[config.mk]
export PLATFORM = sky130hd
export DESIGN_NAME = ftdi_tx_scheduler_flat
export DESIGN_NICKNAME = d
export VERILOG_FILES = /design/src/rtl/ftdi_pkg.sv /design/src/rtl/ftdi_tx_scheduler_if.sv /design/src/rtl/ftdi_tx_scheduler_rr_arbiter.sv /design/src/rtl/ftdi_tx_scheduler.sv /design/src/flat_wrapper.sv
export SDC_FILE = /design/constraint.sdc
export NUM_CORES = 1
export LEC_CHECK = 0
export ABC_CLOCK_PERIOD_IN_PS = 7800
export BUFFER_PORTS_ARGS = -buffer_cell sky130_fd_sc_hd__buf_2
export CORE_ASPECT_RATIO = 0.6
export CORE_UTILIZATION = 52
export DETAILED_ROUTE_END_ITERATION = 10
export PLACE_DENSITY = 0.93
export SLEW_MARGIN = 20
export SYNTH_ARGS = -nofsm -noshare
export SYNTH_HDL_FRONTEND = slang
export SYNTH_SLANG_ARGS = --single-unit
[constraint.sdc]
create_clock -name iClk -period 7.8 [get_ports iClk]
set_clock_uncertainty 0.2 [all_clocks]
set_input_delay 0.39 -clock iClk [delete_from_list [all_inputs] [get_ports iClk]]
set_output_delay 0.39 -clock iClk [all_outputs]
set_load 0.02 [all_outputs]
[src/rtl/ftdi_pkg.sv]
// Shared definitions for the FTDI transmit path: scheduler FSM encoding and the
// packet header byte (header insertion is built only with FTDI_TX_HEADER_EN).
package ftdi_pkg;

  localparam int TX_STATE_W  = 2;
  localparam int OUT_STATE_W = 3;

  typedef enum logic [TX_STATE_W-1:0] {
    IDLE    = 2'd0,
    HEADER  = 2'd1,
    STREAM  = 2'd2,
    RELEASE = 2'd3
  } txState_t;

  localparam logic [3:0] HEADER_NIBBLE = 4'hA;

  function automatic logic [7:0] headerByte(input logic [2:0] idx);
    return {HEADER_NIBBLE, 1'b0, idx};
  endfunction

endpackage

[src/rtl/ftdi_tx_scheduler_if.sv]
// Requester, ring-RAM write and consumer signals of the TX scheduler.
// The scheduler connects through the slave modport; its environment uses master.
interface ftdi_tx_scheduler_if #(
  parameter int pDataWidth = 8,
  parameter int pMaxData   = 8,
  parameter int pNumReq    = 2
);

  localparam int cAddrW = $clog2(pMaxData);

  logic [pNumReq-1:0]            iReqValid;
  logic [pNumReq*pDataWidth-1:0] iReqData;
  logic [pNumReq-1:0]            iReqLast;
  logic [pNumReq-1:0]            oReqReady;
  logic [pNumReq-1:0]            oGrant;
  logic                          oRamWrEn;
  logic [cAddrW-1:0]             oRamWrAddr;
  logic [pDataWidth-1:0]         oRamWrData;
  logic                          iPacketRead;
  logic                          oPacketAvail;
  logic                          oFull;

  modport master (
    output iReqValid, iReqData, iReqLast, iPacketRead,
    input  oReqReady, oGrant, oRamWrEn, oRamWrAddr, oRamWrData, oPacketAvail, oFull
  );

  modport slave (
    input  iReqValid, iReqData, iReqLast, iPacketRead,
    output oReqReady, oGrant, oRamWrEn, oRamWrAddr, oRamWrData, oPacketAvail, oFull
  );

endinterface

[src/rtl/ftdi_tx_scheduler_rr_arbiter.sv]
// Combinational round-robin pick: the first requester above lastIdx (with wrap)
// wins; returns one-hot grant and its index.
module rr_arbiter #(
  parameter int pNumReq = 2,
  parameter int pIdxW   = 1
) (
  input  logic [pNumReq-1:0] req,
  input  logic [pIdxW-1:0]   lastIdx,
  output logic [pNumReq-1:0] grant,
  output logic [pIdxW-1:0]   grantIdx
);

  logic found;

  // Scan priority offsets 1..pNumReq from the previous winner.
  always_comb begin
    grant    = '0;
    grantIdx = '0;
    found    = 1'b0;
    for (int off = 1; off <= pNumReq; off++) begin
      for (int k = 0; k < pNumReq; k++) begin
        if (!found && req[k] && (k == ((int'(lastIdx) + off) % pNumReq))) begin
          found    = 1'b1;
          grant[k] = 1'b1;
          grantIdx = pIdxW'(k);
        end else begin
          found = found;
        end
      end
    end
  end

endmodule

[src/rtl/ftdi_tx_scheduler.sv]
// Round-robin packet scheduler feeding the FTDI TX ring RAM and tracking occupancy.
// Define FTDI_TX_HEADER_EN to prefix every packet with a {4'hA,0,index} header byte.
module ftdi_tx_scheduler
  import ftdi_pkg::*;
#(
  parameter int pDataWidth = 8,
  parameter int pMaxData   = 8,
  parameter int pNumReq    = 2
) (
  input logic           iClk,
  input logic           iRst,
  ftdi_tx_scheduler_if.slave bus
);

  localparam int cAddrW = $clog2(pMaxData);
  localparam int cOccW  = cAddrW + 1;
  localparam int cIdxW  = $clog2(pNumReq);

  txState_t              stateR;
  txState_t              stateNext;
  logic [pNumReq-1:0]    grantR;
  logic [pNumReq-1:0]    grantNext;
  logic [pNumReq-1:0]    arbGrant;
  logic [pNumReq-1:0]    readyS;
  logic [cIdxW-1:0]      grantIdxR;
  logic [cIdxW-1:0]      grantIdxNext;
  logic [cIdxW-1:0]      ptrR;
  logic [cIdxW-1:0]      ptrNext;
  logic [cIdxW-1:0]      arbIdx;
  logic                  wrEnR;
  logic                  wrEnNext;
  logic [cAddrW-1:0]     wrAddrR;
  logic [cAddrW-1:0]     wrPtrR;
  logic [pDataWidth-1:0] wrDataR;
  logic [pDataWidth-1:0] wrDataNext;
  logic [pDataWidth-1:0] reqByteS;
  logic [cOccW-1:0]      occR;
  logic                  fullS;
  logic                  xferS;
  logic                  lastS;
  logic                  readS;

  rr_arbiter #(
    .pNumReq (pNumReq),
    .pIdxW   (cIdxW)
  ) uArb (
    .req      (bus.iReqValid),
    .lastIdx  (ptrR),
    .grant    (arbGrant),
    .grantIdx (arbIdx)
  );

  assign fullS  = (occR == cOccW'(pMaxData));
  assign readyS = ((stateR == STREAM) && !fullS) ? grantR : '0;
  assign xferS  = |(bus.iReqValid & readyS);
  // A read on an empty ring is dropped so the counter cannot underflow.
  assign readS  = bus.iPacketRead && (occR != '0);

  assign bus.oReqReady    = readyS;
  assign bus.oGrant       = grantR;
  assign bus.oRamWrEn     = wrEnR;
  assign bus.oRamWrAddr   = wrAddrR;
  assign bus.oRamWrData   = wrDataR;
  assign bus.oPacketAvail = (occR != '0);
  assign bus.oFull        = fullS;

  // Byte and last flag of the current owner.
  always_comb begin
    reqByteS = '0;
    lastS    = 1'b0;
    for (int k = 0; k < pNumReq; k++) begin
      if (grantR[k]) begin
        reqByteS = bus.iReqData[k*pDataWidth +: pDataWidth];
        lastS    = bus.iReqLast[k];
      end else begin
        reqByteS = reqByteS;
      end
    end
  end

  // Next-state and next-register values of the packet FSM.
  always_comb begin
    stateNext    = stateR;
    grantNext    = grantR;
    grantIdxNext = grantIdxR;
    ptrNext      = ptrR;
    wrEnNext     = 1'b0;
    wrDataNext   = wrDataR;
    case (stateR)
      IDLE: begin
        if (|bus.iReqValid) begin
          grantNext    = arbGrant;
          grantIdxNext = arbIdx;
`ifdef FTDI_TX_HEADER_EN
          stateNext    = HEADER;
`else
          stateNext    = STREAM;
`endif
        end else begin
          grantNext = '0;
        end
      end
`ifdef FTDI_TX_HEADER_EN
      HEADER: begin
        if (!fullS) begin
          wrEnNext   = 1'b1;
          wrDataNext = pDataWidth'(headerByte(3'(grantIdxR)));
          stateNext  = STREAM;
        end else begin
          stateNext = HEADER;
        end
      end
`endif
      STREAM: begin
        if (xferS) begin
          wrEnNext   = 1'b1;
          wrDataNext = reqByteS;
          stateNext  = lastS ? RELEASE : STREAM;
        end else begin
          stateNext = STREAM;
        end
      end
      RELEASE: begin
        ptrNext   = grantIdxR;
        grantNext = '0;
        stateNext = IDLE;
      end
      default: begin
        grantNext = '0;
        stateNext = IDLE;
      end
    endcase
  end

  // FSM state register.
  always_ff @(posedge iClk) begin
    if (iRst) begin
      stateR <= IDLE;
    end else begin
      stateR <= stateNext;
    end
  end

  // Grant, ring write port and occupancy registers; occupancy moves together
  // with the write strobe so oFull already blocks the handshake after the last slot.
  always_ff @(posedge iClk) begin
    if (iRst) begin
      grantR    <= '0;
      grantIdxR <= '0;
      ptrR      <= cIdxW'(pNumReq - 1);
      wrEnR     <= 1'b0;
      wrDataR   <= '0;
      wrAddrR   <= '0;
      wrPtrR    <= '0;
      occR      <= '0;
    end else begin
      grantR    <= grantNext;
      grantIdxR <= grantIdxNext;
      ptrR      <= ptrNext;
      wrEnR     <= wrEnNext;
      wrDataR   <= wrDataNext;
      if (wrEnNext) begin
        wrAddrR <= wrPtrR;
        wrPtrR  <= wrPtrR + cAddrW'(1);
      end else begin
        wrAddrR <= wrAddrR;
        wrPtrR  <= wrPtrR;
      end
      case ({wrEnNext, readS})
        2'b10:   occR <= occR + cOccW'(1);
        2'b01:   occR <= occR - cOccW'(1);
        default: occR <= occR;
      endcase
    end
  end

endmodule
[src/flat_wrapper.sv]
// flat-port wrapper written by rule: the top's interface ports become plain ports
module ftdi_tx_scheduler_flat import ftdi_pkg::*;
#(
  parameter int pDataWidth = 8,
  parameter int pMaxData   = 8,
  parameter int pNumReq    = 2
)
  (iClk, iRst, bus_iReqValid, bus_iReqData, bus_iReqLast, bus_iPacketRead, bus_oReqReady, bus_oGrant, bus_oRamWrEn, bus_oRamWrAddr, bus_oRamWrData, bus_oPacketAvail, bus_oFull);
  ftdi_tx_scheduler_if #(.pDataWidth(pDataWidth), .pMaxData(pMaxData), .pNumReq(pNumReq)) bus_i ();
  input logic iClk;
  input logic iRst;
  input wire logic [$bits(bus_i.iReqValid)-1:0] bus_iReqValid;
  input wire logic [$bits(bus_i.iReqData)-1:0] bus_iReqData;
  input wire logic [$bits(bus_i.iReqLast)-1:0] bus_iReqLast;
  input wire logic [$bits(bus_i.iPacketRead)-1:0] bus_iPacketRead;
  output wire logic [$bits(bus_i.oReqReady)-1:0] bus_oReqReady;
  output wire logic [$bits(bus_i.oGrant)-1:0] bus_oGrant;
  output wire logic [$bits(bus_i.oRamWrEn)-1:0] bus_oRamWrEn;
  output wire logic [$bits(bus_i.oRamWrAddr)-1:0] bus_oRamWrAddr;
  output wire logic [$bits(bus_i.oRamWrData)-1:0] bus_oRamWrData;
  output wire logic [$bits(bus_i.oPacketAvail)-1:0] bus_oPacketAvail;
  output wire logic [$bits(bus_i.oFull)-1:0] bus_oFull;
  assign bus_i.iReqValid = bus_iReqValid;
  assign bus_i.iReqData = bus_iReqData;
  assign bus_i.iReqLast = bus_iReqLast;
  assign bus_i.iPacketRead = bus_iPacketRead;
  assign bus_oReqReady = bus_i.oReqReady;
  assign bus_oGrant = bus_i.oGrant;
  assign bus_oRamWrEn = bus_i.oRamWrEn;
  assign bus_oRamWrAddr = bus_i.oRamWrAddr;
  assign bus_oRamWrData = bus_i.oRamWrData;
  assign bus_oPacketAvail = bus_i.oPacketAvail;
  assign bus_oFull = bus_i.oFull;
  ftdi_tx_scheduler #(.pDataWidth(pDataWidth), .pMaxData(pMaxData), .pNumReq(pNumReq)) u_core (.iClk(iClk), .iRst(iRst), .bus(bus_i));
endmodule
==> summary.md <==
| Metric | Value |
|---|---|
| Die area | approximately 2500 µm² |
| Hold Crit Start | bus_iReqData[1] |
| Status | finished, final reports clean |
| Drt wl/cell | between 10 and 15 µm |
| DIE WIDTH | 64.1 µm |
| Sw frac | between 20% and 30% |
| EDFF count, synth | 0 |
| Prevailing post-synth register cell | dfxtp_1 |
| Power Total | approximately 270 µW |
| Final setup viols | 0 |
| Mux contribution to synthesized area | under 10% |
| Slowest cell on the critical path | dfxtp_1 |
| Max-slew headroom | 40.7% |
| CP Max Fanout | 14 |
| Syn. warnings | 0 |
| CP arrival | 3.79 ns |
| Clock Power Share | between 20% and 30% |
| Antenna-violating nets left | 0 |
| Sequential-to-total area share from yosys stat | approximately two fifths |
| Top cells by area, synth | dfxtp_1 (42%), a221oi_2 (8.7%), nor2_1 (7.8%) |
| First-pass GRT wire length | between 4000 and 5000 µm |
| Routed WL | about 2800 µm |
| Reg-to-reg startpoint | u_core.bus.oGrant[1] |
| Clock Path Buffers | 2 |
| Crit path top cell by count | a21oi_1 |
| CP Launch Type | flop |
| Compound-Gate Fraction of Synth Area | ~18% |
| Htree depth | 1 |
| Worst skew pair latency | 0.27 ns |
| Die height | a little under 40 µm |
| Worst R2R Path Depth | 9 |
| Sequential share of power | 52.7% |
| TritonCTS clock tree | built |
| Most common library cells after synthesis | dfxtp_1 (25), nor2_1 (25), nor3_1 (10), a21oi_1 (8), a221oi_2 (7) |
| Xor-xnor portion of the synthesized cell area | 2.91% |
| WHS Endpoint | u_core.bus.oRamWrData[1] |
| Post-CTS setup buffer count | 0 |
| ANT cells | 0 |
| CTS root buffer | clkbuf_8 |
| Initial antenna violation count | 0 |
| Crit path largest cell delay | 0.71 ns |
| Num ports | ~40 |
| Minimum clock period | 3.79 ns |
| Post-DP HPWL | 2150 µm |
| Overflow after GRT | 0 |
| Area grow syn2layout | 20.2% |
| Syn nets | between 150 and 200 |
| GR Util met3 | around 5.2% |
| Post-CTS Resized | 0 |
| Hold Path Class | input port to flop |
| Synth Area in Simple Gates | a little under a quarter |
| Ratio of cells with drive above 1 in the final layout | between 30 and 40% |
| Avg Inst Size Synth | 9.72 µm² |
| Synth Area in Adders | around 5.8% |
| Worst flop-to-flop path endpoint | u_core.occR[3] |
| Final max-slew violation count | 0 |
| Switching power of the nets | 77.2 µW |
| Crit-path cells | a22oi_1 > nor3_4 > inv_2 > ha_1 > ha_1 > a21oi_1 > a21oi_1 > or4_1 > a21oi_1 |
| M2 GR Usage | just over 40% |
| Synth unique cells | 34 |
| CTS sink cnt | 25 |
| Synth top area share | 41.5% |
| DP Area | between 1000 and 1500 µm² |
| Most Crowded Layer GR | met2 |
| Vias/cell | ~5.7 |
| Iter 0 DRT Violations | between 100 and 150 |
| Grt met1 use | between 20% and 30% |
| Kind of end point of the critical path | flop |
| Gr usage total | 23.6% |
| Main combinational cell family by area after synthesis | simple AND/OR/NAND/NOR gates |
| Clock transition at the registers of the reported paths | around 0.090 ns |
| Final instance area | between 1000 and 1500 µm² |
| Tcrit/Tclk final | 48.6% |
| Port bufs | 40 |
| RSZ-0062 raised after global routing | false |
| Leakage | around 0.65 nW |
| Maximum clock frequency | 264 MHz |
| P_int | about 190 µW |
| GPL Wtd Cong | roughly 0.82 |
| R2r setup slk | approximately 4 ns |
| Largest net degree at the start of global routing | 25 |
| WP data required | 7.80 ns |
| Power per cell area | 183 nW/µm² |
| Layout net count | 191 |
| Synth Register Bits | 25 |
| Maxcap violations | 0 |
| Post-synth top area cell | dfxtp_1 |
| Starting density of the core | a little under three fifths |
| Hold buffer count at cts | 0 |
| Residual DRC | 0 |
| Vias in the first global route | 930 |
| Final hold slack | around 0.18 ns |
| Worst path bufs/invs | 1 |
| Core area | around 2200 µm² |
| Worst slew pin tran | approximately 0.9 ns |
| Gate power share | around a fifth |
| Mapped cell area | 1200 µm² |
| Inserted Clock Buffers | 3 |
| Final hold violation count | 0 |
| Worst Setup Path Type | flop to flop |
| Largest delay share family, worst path | simple AND/OR/NAND/NOR gates |
| Peak VDD IR | approximately 0.12 mV |
| Row cnt | 13 |
| Asr flop ratio synth | 0% |
| Hold path depth | 3 |
| # fillers | approximately 180 |
| Detailed Routing Iterations Pass 1 | 4 |
| Setup TNS Final | 0 ns |
| Mapped Cells | about 120 |
| Vias post-DR | ~1100 |
## placed cells by master (no fill, tap or decap), drive strengths merged, types with 2 or more instances in the layout
master / instances
buf: 40
nor3: 12
nand2: 2
a221oi: 8
a22oi: 2
nor4b: 2
and2: 3
ha: 4
dfxtp: 25
xor2: 2
inv: 6
a21oi: 8
nor2: 25
mux2i: 4
clkbuf: 3
xnor2: 2
or4: 2
## kinds of logic after synthesis
kind of cell / Yosys count
flip-flops: 25
XOR/XNOR: 4
buffers and inverters: 12
multiplexers: 4
adder cells (fa/ha/maj): 5
AO/OA/AOI/OAI: 23
AND/OR/NAND/NOR: 51
## through the flow
| step | std cells | setup slack (ns) | util (%) |
|---|---|---|---|
| detailed placement | 188 | 4.11 | 64.4 |
| global placement | 188 | 4.41 | 64.4 |
| floorplan | 124 | 4.97 | - |
| finish | 192 | 4.01 | 66.5 |
| global route | 192 | 3.87 | 66.5 |
| CTS | 192 | 4.09 | 66.5 |
## power by group through the flow
stage	combinational, mW	clock [mW]	sequential (mW)
floorplan	0.0313	0	0.144
global placement	0.0469	0	0.142
detailed placement	0.0500	0	0.143
CTS	0.0499	0.0778	0.140
global route	0.0555	0.0840	0.141
finish	0.0502	0.0756	0.140
## cell type report
| type | instances | area [µm²] | share of cell area [%] |
|---|---|---|---|
| Clock buffer | 3 | 41.3 | 2.85 |
| Clock inverter | 1 | 5.00 | 0.345 |
| Sequential cell | 25 | 500 | 34.5 |
| Multi-Input combinational cell | 87 | 642 | 44.3 |
| Inverter | 6 | 22.5 | 1.55 |
| Tap cell | 30 | 37.5 | 2.59 |
| Timing Repair Buffer | 40 | 200 | 13.8 |
## worst max path at each step
stage                                     from              to  cells after the start
after global placement    u_core.bus.oGrant[1]  u_core.occR[3]                      9
after detailed placement  u_core.bus.oGrant[1]  u_core.occR[3]                      9
after floorplan                 u_core.occR[1]  u_core.occR[3]                      8
after global routing      u_core.bus.oGrant[1]  u_core.occR[3]                      9
final                     u_core.bus.oGrant[1]  u_core.occR[3]                      9
after CTS                 u_core.bus.oGrant[1]  u_core.occR[3]                      9
## worst min-delay path: stages
cell	delay [ns]
buf_2	0.09
a221oi_2	0.05
nor3_2	0.09
## sequential cells by signal, summed over array words and instances (netlist names)
| signal | flops |
|---|---|
| u_core.bus.oGrant | 2 |
| u_core.bus.oRamWrAddr | 3 |
| u_core.bus.oRamWrData | 8 |
| u_core.bus.oRamWrEn | 1 |
| u_core.grantIdxR | 1 |
| u_core.occR | 4 |
| u_core.ptrR | 1 |
| u_core.stateR | 2 |
| u_core.wrPtrR | 3 |
## layer usage
metal	vias to the layer above	wire length, µm
met1	538	1290
li1	516	-
met3	6	139
met5	-	0
met2	32	1360
met4	0	38
No activity file was read; power rests on OpenSTA's default activity.
